$ cat src/rtl/jk_drv_pkg.sv
// jk_drv_pkg: shared types and helpers for the JK excitation driver.
//   drv_state_t : FSM state encoding (IDLE, DRIVE, SETTLE)
//   excite()    : JK excitation table, returns {J,K} for a q -> t transition
//                 with don't-care positions filled by dc.
package jk_drv_pkg;

  typedef enum logic [1:0] {
    IDLE   = 2'd0,
    DRIVE  = 2'd1,
    SETTLE = 2'd2
  } drv_state_t;

  function automatic logic [1:0] excite(input logic q, input logic t, input logic dc);
    logic [1:0] jk;
    case ({q, t})
      2'b00:   jk = {1'b0, dc};
      2'b01:   jk = {1'b1, dc};
      2'b10:   jk = {dc, 1'b1};
      2'b11:   jk = {dc, 1'b0};
      default: jk = 2'b00;
    endcase
    return jk;
  endfunction

endpackage

$ cat src/rtl/jk_excitation_driver_if.sv
// jk_excitation_driver_if: valid/ready target stream into the JK driver.
//   tgt_valid : producer offers a target bit
//   tgt_q     : desired next state of the driven JK element
//   tgt_ready : driver can accept (FIFO not full)
// Modports: master = producer, slave = driver.
interface jk_excitation_driver_if;
  logic tgt_valid;
  logic tgt_q;
  logic tgt_ready;

  modport master (output tgt_valid, output tgt_q, input tgt_ready);
  modport slave  (input tgt_valid, input tgt_q, output tgt_ready);
endinterface

$ cat src/rtl/jk_tgt_fifo.sv
// jk_tgt_fifo: 1-bit wide target FIFO, DEPTH entries (power of two).
// Ports:
//   clk, rst     : clock, synchronous active-high reset
//   push, din    : write request and data (ignored when full)
//   pop, dout    : read request (ignored when empty), head data
//   full, empty  : status flags
//   count        : occupancy, 0..DEPTH
// Pointers carry one extra wrap bit so full and empty are distinguishable.
module jk_tgt_fifo #(
  parameter int DEPTH = 4
) (
  input  logic                     clk,
  input  logic                     rst,
  input  logic                     push,
  input  logic                     din,
  input  logic                     pop,
  output logic                     dout,
  output logic                     full,
  output logic                     empty,
  output logic [$clog2(DEPTH):0]   count
);

  localparam int AW = $clog2(DEPTH);
  localparam logic [AW:0] PTR_ONE = {{AW{1'b0}}, 1'b1};

  logic [DEPTH-1:0] mem;
  logic [AW:0]      wr_ptr;
  logic [AW:0]      rd_ptr;
  logic             do_push;
  logic             do_pop;

  assign empty   = (wr_ptr == rd_ptr);
  assign full    = (wr_ptr[AW] != rd_ptr[AW]) && (wr_ptr[AW-1:0] == rd_ptr[AW-1:0]);
  assign count   = wr_ptr - rd_ptr;
  assign do_push = push && !full;
  assign do_pop  = pop && !empty;
  assign dout    = mem[rd_ptr[AW-1:0]];

  always_ff @(posedge clk) begin
    if (rst) begin
      wr_ptr <= '0;
      rd_ptr <= '0;
    end else begin
      if (do_push) wr_ptr <= wr_ptr + PTR_ONE;
      if (do_pop)  rd_ptr <= rd_ptr + PTR_ONE;
    end
  end

  // Storage is not reset; empty pointers make stale contents unreachable.
  always_ff @(posedge clk) begin
    if (!rst && do_push) mem[wr_ptr[AW-1:0]] <= din;
  end

endmodule

$ cat src/rtl/jk_excitation_driver.sv
// jk_excitation_driver: turns a stream of desired next-state bits into J/K
// drive plus a one-cycle En pulse for a downstream JK latch or flip-flop.
// Ports:
//   clk, rst   : clock, synchronous active-high reset
//   tgt        : target stream (slave modport of jk_excitation_driver_if)
//   J, K, En   : registered drive to the JK element
//   q_model    : tracked state of the driven element
//   busy       : FSM active or targets still queued
//   drive_cnt  : completed drive pulses, wraps at 256
// Optional (macro JK_DRV_CHECK_EN):
//   q_fb       : Q of the driven element
//   mismatch   : sticky flag, q_fb disagreed with q_model at a check point
//   err_cnt    : saturating count of such disagreements
//
// state  | meaning
// IDLE   | waiting for a target; pops and registers J/K/En when one is queued
// DRIVE  | En high for this cycle; q_model takes the target on exit
// SETTLE | En/J/K low for SETTLE_CYCLES cycles before the next target
module jk_excitation_driver
  import jk_drv_pkg::*;
#(
  parameter int DEPTH         = 4,
  parameter int SETTLE_CYCLES = 1,
  parameter int DC_POLICY     = 0,
  parameter bit INIT_Q        = 1'b0
) (
  input  logic                         clk,
  input  logic                         rst,
  jk_excitation_driver_if.slave        tgt,
  output logic                         J,
  output logic                         K,
  output logic                         En,
  output logic                         q_model,
  output logic                         busy,
  output logic [7:0]                   drive_cnt
`ifdef JK_DRV_CHECK_EN
  ,
  input  logic                         q_fb,
  output logic                         mismatch,
  output logic [7:0]                   err_cnt
`endif
);

  localparam int         AW          = $clog2(DEPTH);
  localparam logic       DC          = (DC_POLICY != 0);
  localparam int         SETTLE_M1   = (SETTLE_CYCLES > 0) ? SETTLE_CYCLES - 1 : 0;
  localparam logic [3:0] SETTLE_LOAD = 4'(SETTLE_M1);

  drv_state_t  state, state_nxt;
  logic [3:0]  settle_cnt, settle_nxt;
  logic        tgt_reg;
  logic        j_nxt, k_nxt, en_nxt;
  logic        pop;
  logic        fifo_dout;
  logic        fifo_full;
  logic        fifo_empty;
  logic [AW:0] fifo_count;

  jk_tgt_fifo #(.DEPTH(DEPTH)) u_fifo (
    .clk   (clk),
    .rst   (rst),
    .push  (tgt.tgt_valid),
    .din   (tgt.tgt_q),
    .pop   (pop),
    .dout  (fifo_dout),
    .full  (fifo_full),
    .empty (fifo_empty),
    .count (fifo_count)
  );

  assign tgt.tgt_ready = !fifo_full;
  assign busy          = (state != IDLE) || (fifo_count != '0);

  always_comb begin
    state_nxt  = state;
    settle_nxt = settle_cnt;
    pop        = 1'b0;
    j_nxt      = 1'b0;
    k_nxt      = 1'b0;
    en_nxt     = 1'b0;
    case (state)
      IDLE: begin
        if (!fifo_empty) begin
          pop            = 1'b1;
          {j_nxt, k_nxt} = excite(q_model, fifo_dout, DC);
          en_nxt         = 1'b1;
          state_nxt      = DRIVE;
        end
      end
      DRIVE: begin
        if (SETTLE_CYCLES == 0) begin
          state_nxt = IDLE;
        end else begin
          state_nxt  = SETTLE;
          settle_nxt = SETTLE_LOAD;
        end
      end
      SETTLE: begin
        if (settle_cnt == 4'd0) state_nxt = IDLE;
        else                    settle_nxt = settle_cnt - 4'd1;
      end
      default: state_nxt = IDLE;
    endcase
  end

  always_ff @(posedge clk) begin
    if (rst) begin
      state      <= IDLE;
      settle_cnt <= 4'd0;
      tgt_reg    <= INIT_Q;
      J          <= 1'b0;
      K          <= 1'b0;
      En         <= 1'b0;
      q_model    <= INIT_Q;
      drive_cnt  <= 8'd0;
    end else begin
      state      <= state_nxt;
      settle_cnt <= settle_nxt;
      J          <= j_nxt;
      K          <= k_nxt;
      En         <= en_nxt;
      if (pop) tgt_reg <= fifo_dout;
      // The element samples J/K during DRIVE, so the model follows on exit.
      if (state == DRIVE) begin
        q_model   <= tgt_reg;
        drive_cnt <= drive_cnt + 8'd1;
      end
    end
  end

`ifdef JK_DRV_CHECK_EN
  logic after_drive;
  logic chk_now;

  // With no settle window, the check falls on the cycle right after DRIVE.
  assign chk_now = (SETTLE_CYCLES == 0) ? after_drive
                                        : ((state == SETTLE) && (settle_cnt == 4'd0));

  always_ff @(posedge clk) begin
    if (rst) begin
      after_drive <= 1'b0;
      mismatch    <= 1'b0;
      err_cnt     <= 8'd0;
    end else begin
      after_drive <= (state == DRIVE);
      if (chk_now && (q_fb != q_model)) begin
        mismatch <= 1'b1;
        if (err_cnt != 8'hFF) err_cnt <= err_cnt + 8'd1;
      end
    end
  end
`endif

endmodule
$ cat src/flat_wrapper.sv
// flat-port wrapper written by rule: the top's interface ports become plain ports
module jk_excitation_driver_flat import jk_drv_pkg::*;
#(
  parameter int DEPTH         = 4,
  parameter int SETTLE_CYCLES = 1,
  parameter int DC_POLICY     = 0,
  parameter bit INIT_Q        = 1'b0
)
  (clk, rst, J, K, En, q_model, busy, drive_cnt, tgt_tgt_valid, tgt_tgt_q, tgt_tgt_ready);
  jk_excitation_driver_if tgt_i ();
  input  logic clk;
  input  logic rst;
  output logic J;
  output logic K;
  output logic En;
  output logic q_model;
  output logic busy;
  output logic [7:0] drive_cnt;
  input wire logic [$bits(tgt_i.tgt_valid)-1:0] tgt_tgt_valid;
  input wire logic [$bits(tgt_i.tgt_q)-1:0] tgt_tgt_q;
  output wire logic [$bits(tgt_i.tgt_ready)-1:0] tgt_tgt_ready;
  assign tgt_i.tgt_valid = tgt_tgt_valid;
  assign tgt_i.tgt_q = tgt_tgt_q;
  assign tgt_tgt_ready = tgt_i.tgt_ready;
  jk_excitation_driver #(.DEPTH(DEPTH), .SETTLE_CYCLES(SETTLE_CYCLES), .DC_POLICY(DC_POLICY), .INIT_Q(INIT_Q)) u_core (.clk(clk), .rst(rst), .tgt(tgt_i), .J(J), .K(K), .En(En), .q_model(q_model), .busy(busy), .drive_cnt(drive_cnt));
endmodule
$ cat config.mk
export PLATFORM = sky130hd
export DESIGN_NAME = jk_excitation_driver_flat
export DESIGN_NICKNAME = d
export VERILOG_FILES = /design/src/rtl/jk_drv_pkg.sv /design/src/rtl/jk_excitation_driver_if.sv /design/src/rtl/jk_tgt_fifo.sv /design/src/rtl/jk_excitation_driver.sv /design/src/flat_wrapper.sv
export SDC_FILE = /design/constraint.sdc
export NUM_CORES = 1
export LEC_CHECK = 0
export ABC_CLOCK_PERIOD_IN_PS = 2000
export BUFFER_PORTS_ARGS = -buffer_cell sky130_fd_sc_hd__buf_2
export CORE_MARGIN = 2
export CORE_UTILIZATION = 45
export CTS_CLUSTER_DIAMETER = 150
export DETAILED_ROUTE_END_ITERATION = 8
export PLACE_DENSITY = 0.77
export SLEW_MARGIN = 20
export SYNTH_ARGS = -nofsm -noshare
export SYNTH_HDL_FRONTEND = slang
export SYNTH_SLANG_ARGS = --single-unit
$ cat constraint.sdc
create_clock -name clk -period 2 [get_ports clk]
set_clock_uncertainty 0.1 [all_clocks]
set_input_delay 0.1 -clock clk [delete_from_list [all_inputs] [get_ports clk]]
set_output_delay 0.1 -clock clk [all_outputs]
set_load 0.005 [all_outputs]
==> results by group <==
Cells and area
  – Number of flip-flops under the largest register name: 8
  – Sequential cell area: 622 sq um
  – Ant. Diodes: 0
  – # fillers: 292
  – Nets: 189
  – Area growth, synth to finish: 14.5%
  – Area occupied by multi-input gates: 811 sq um
  – Largest register by flop count: u_core.drive_cnt
  – Layout cells sized above 1: 24.4%
  – Final Cell Area: 0.00170 sq mm

Power
  – Switching Share: 35.3%
  – Lkg Pwr: 0.695 nW
  – Internal power: 1.06 mW
  – VDD IR max: 0.348 mV
  – NetSw: 0.579 mW
  – Register share of total power: 46.1%
  – Clock network fraction of total power: 20.3%
  – Comb pwr share: 33.6%
  – Total power: 1.64 mW
  – PwrDens: 966 mW/mm^2

STA
  – TNS Setup: 0 ns
  – Fin Hold WS: 0.0893 ns
  – Tightest Pin Transition: 0.394 ns
  – Tmin final: 1.93 ns
  – Final period utilization: 96.3%
  – Final Hold Vio Count: 0
  – Max Clock Freq: 519 MHz
  – Slew Viols, Final: 0
  – Final setup vio count: 0
  – Worst rel slew slack: 73.7%

Synthesis
  – Dominant cells by area after synthesis: dfxtp_1 34%, edfxtp_1 8.1%, ha_1 7.6%
  – Cells after synthesis: 151
  – Main synth FF type: dfxtp_1
  – FF+latch count, synth: 29
  – Count leader, synth: dfxtp_1
  – Synth cell types: 43
  – FFs w/ async S/R, synth: 0%
  – Yosys top cell area share: 33.7%
  – Syn nets: 165
  – Synth Cell Area: 0.00148 sq mm
  – Mean Syn Cell Area: 9.83 sq um
  – Sequential fraction of the synthesis area: 41.8%
  – Syn. warnings: 0
  – Post-synth EDFFs: 4
  – Commonest cells post-synth: 25 x dfxtp_1, 11 x nor2_1, 10 x a21oi_1
  – Post-synth top area cell: dfxtp_1

Worst setup path
  – Largest fanout on the critical path: 4
  – Data required, critical path: 1.80 ns
  – Worst EP arrival: 1.73 ns
  – Worst reg2reg endpoint: u_core.u_fifo.rd_ptr[0]$_SDFFE_PP0P_
  – Worst R2R Setup Slack: 0.09 ns
  – R2r worst-path depth: 6
  – Worst r2r src: u_core.u_fifo.rd_ptr[1]$_SDFFE_PP0P_
  – CP max-delay cell: fa_2
  – Crit end category: primary output
  – Crit. Startpoint: u_core.u_fifo.wr_ptr[0]$_SDFFE_PP0P_
  – Critical path class: reg -> out
  – CP delay by family, top: adder cells
  – Worst Setup Start Kind: register
  – Cells along the critical path: inv_1, ha_1, fa_2, nand4_1, buf_2
  – Max incr delay on CP: 0.52 ns
  – Buf+Inv Stages, Crit Path: 2

CTS
  – TritonCTS Buffers: 5
  – Root Driver: clkbuf_4
  – Reg clk slew, reported paths: 0.09 ns
  – Clock sink count: 29
  – H-tree Lvls: 2
  – CTS max path bufs: 2
  – Worst-Skew Late Latency: 0.33 ns
  – CTS tree: done

Routing
  – Vias: 1195
  – DR iter-0 viols: 56
  – Via/cell ratio: 5.43
  – Detailed-route DRC error count: 0
  – Post-route ant nets: 0
  – Routed WL: 2.82 mm
  – DRT Pass-1 Iters: 4
  – DR WL/cell: 12.8 microns

GRT
  – Initial antenna violation count: 0
  – Number of global-route vias before repair: 1052
  – GRT Total Usage: 16.3%
  – Largest net degree at the start of global routing: 28
  – First-pass GRT wire length: 4.44 mm
  – Grt total ovfl: 0

Outcome
  – Outcome: completed

Floorplan
  – I/O pins: 18
  – Initial core utilization: 47.8%
  – Die ar.: 0.00377 sq mm
  – Core Region: 0.00310 sq mm
  – Die W: 61.4 microns
  – Std-Cell Rows: 20
  – Chip Height: 61.4 microns

Min path
  – Hold depth: 3
  – Hold Startpoint: rst
  – Hold Path Class: in -> reg
  – Hold path endpoint: u_core.state[0]$_SDFFE_PP0P_

Run
  – Max_cap viols: 0

Placed design
  – Dpl hpwl: 2.00 mm
  – Final Wtd Congestion: 0.907
  – # port buffers: 17
  – Area after DPL: 0.00161 sq mm
tightest hold or removal path, stage by stage:
cell	delay, ns
buf_2	0.09
inv_1	0.12
and2_1	0.17
worst max path at each step:
stage	end	slack (ns)	cells after the start
floorplan	u_core.u_fifo.mem[0]$_DFFE_PP_	0.18	5
global placement	u_core.u_fifo.mem[0]$_DFFE_PP_	0.15	5
detailed placement	u_core.u_fifo.mem[2]$_DFFE_PP_	0.07	5
CTS	busy	0.02	6
global route	tgt_tgt_ready	-0.007	6
finish	busy	0.07	5
power groups by stage:
stage | combinational (mW) | clock [mW] | sequential (mW)
finish | 0.552 | 0.333 | 0.756
global route | 0.606 | 0.370 | 0.771
CTS | 0.527 | 0.342 | 0.756
detailed placement | 0.518 | 0 | 0.770
global placement | 0.490 | 0 | 0.765
floorplan | 0.391 | 0 | 0.734
per-layer routing:
metal  up-vias  wire [microns]  track usage (%)
li1        591               -                -
met1       568            1290             19.2
met2        30            1340             26.1
met3         6             130             5.67
met4         0              59             8.51
met5         -               0                0
metrics by stage:
| step | setup slack [ns] | std cells | util [%] |
|---|---|---|---|
| final | 0.0743 | 220 | 54.8 |
| after global routing | -0.00665 | 220 | 54.8 |
| after CTS | 0.0235 | 220 | 54.3 |
| after detailed placement | 0.0736 | 209 | 51.8 |
| after global placement | 0.153 | 209 | 51.8 |
| after floorplan | 0.176 | 151 | - |
area by class of cell:
type	instances	area share, %
multi-input cells	109	47.7
flip-flops and latches	29	36.6
repair buffers	23	7.95
well taps	44	3.24
clock buffers	5	2.21
inverters	7	1.55
clock inverters	3	0.736
what timing repair did:
item	CTS	global route
resized for setup	1	3
setup buffers	1	0
hold buffers	2	0
pin swaps	0	1
endpoints found under the hold margin	5	0
endpoints found under the setup margin	1	6
logic make-up after synthesis:
group | Yosys count | synth area share, %
simple gates | 60 | 23.4
xor+xnor | 5 | 3.46
compound gates | 28 | 12.6
flops | 29 | 41.8
mux | 6 | 5.31
fa+ha+maj | 10 | 8.94
buf+inv | 13 | 4.47
cell usage in the layout (no fill, tap or decap), types with 5 or more instances in the layout:
master / synthesis / routed
a21oi_1: 10 / 10
buf_2: 1 / 17
clkbuf_4: 0 / 5
dfxtp_1: 25 / 24
ha_1: 9 / 9
inv_1: 7 / 7
mux2_2: 5 / 5
nand2_1: 9 / 9
nand3_1: 6 / 6
nor2_1: 11 / 11
nor2b_1: 6 / 6
(Power assumes the default switching activity.)
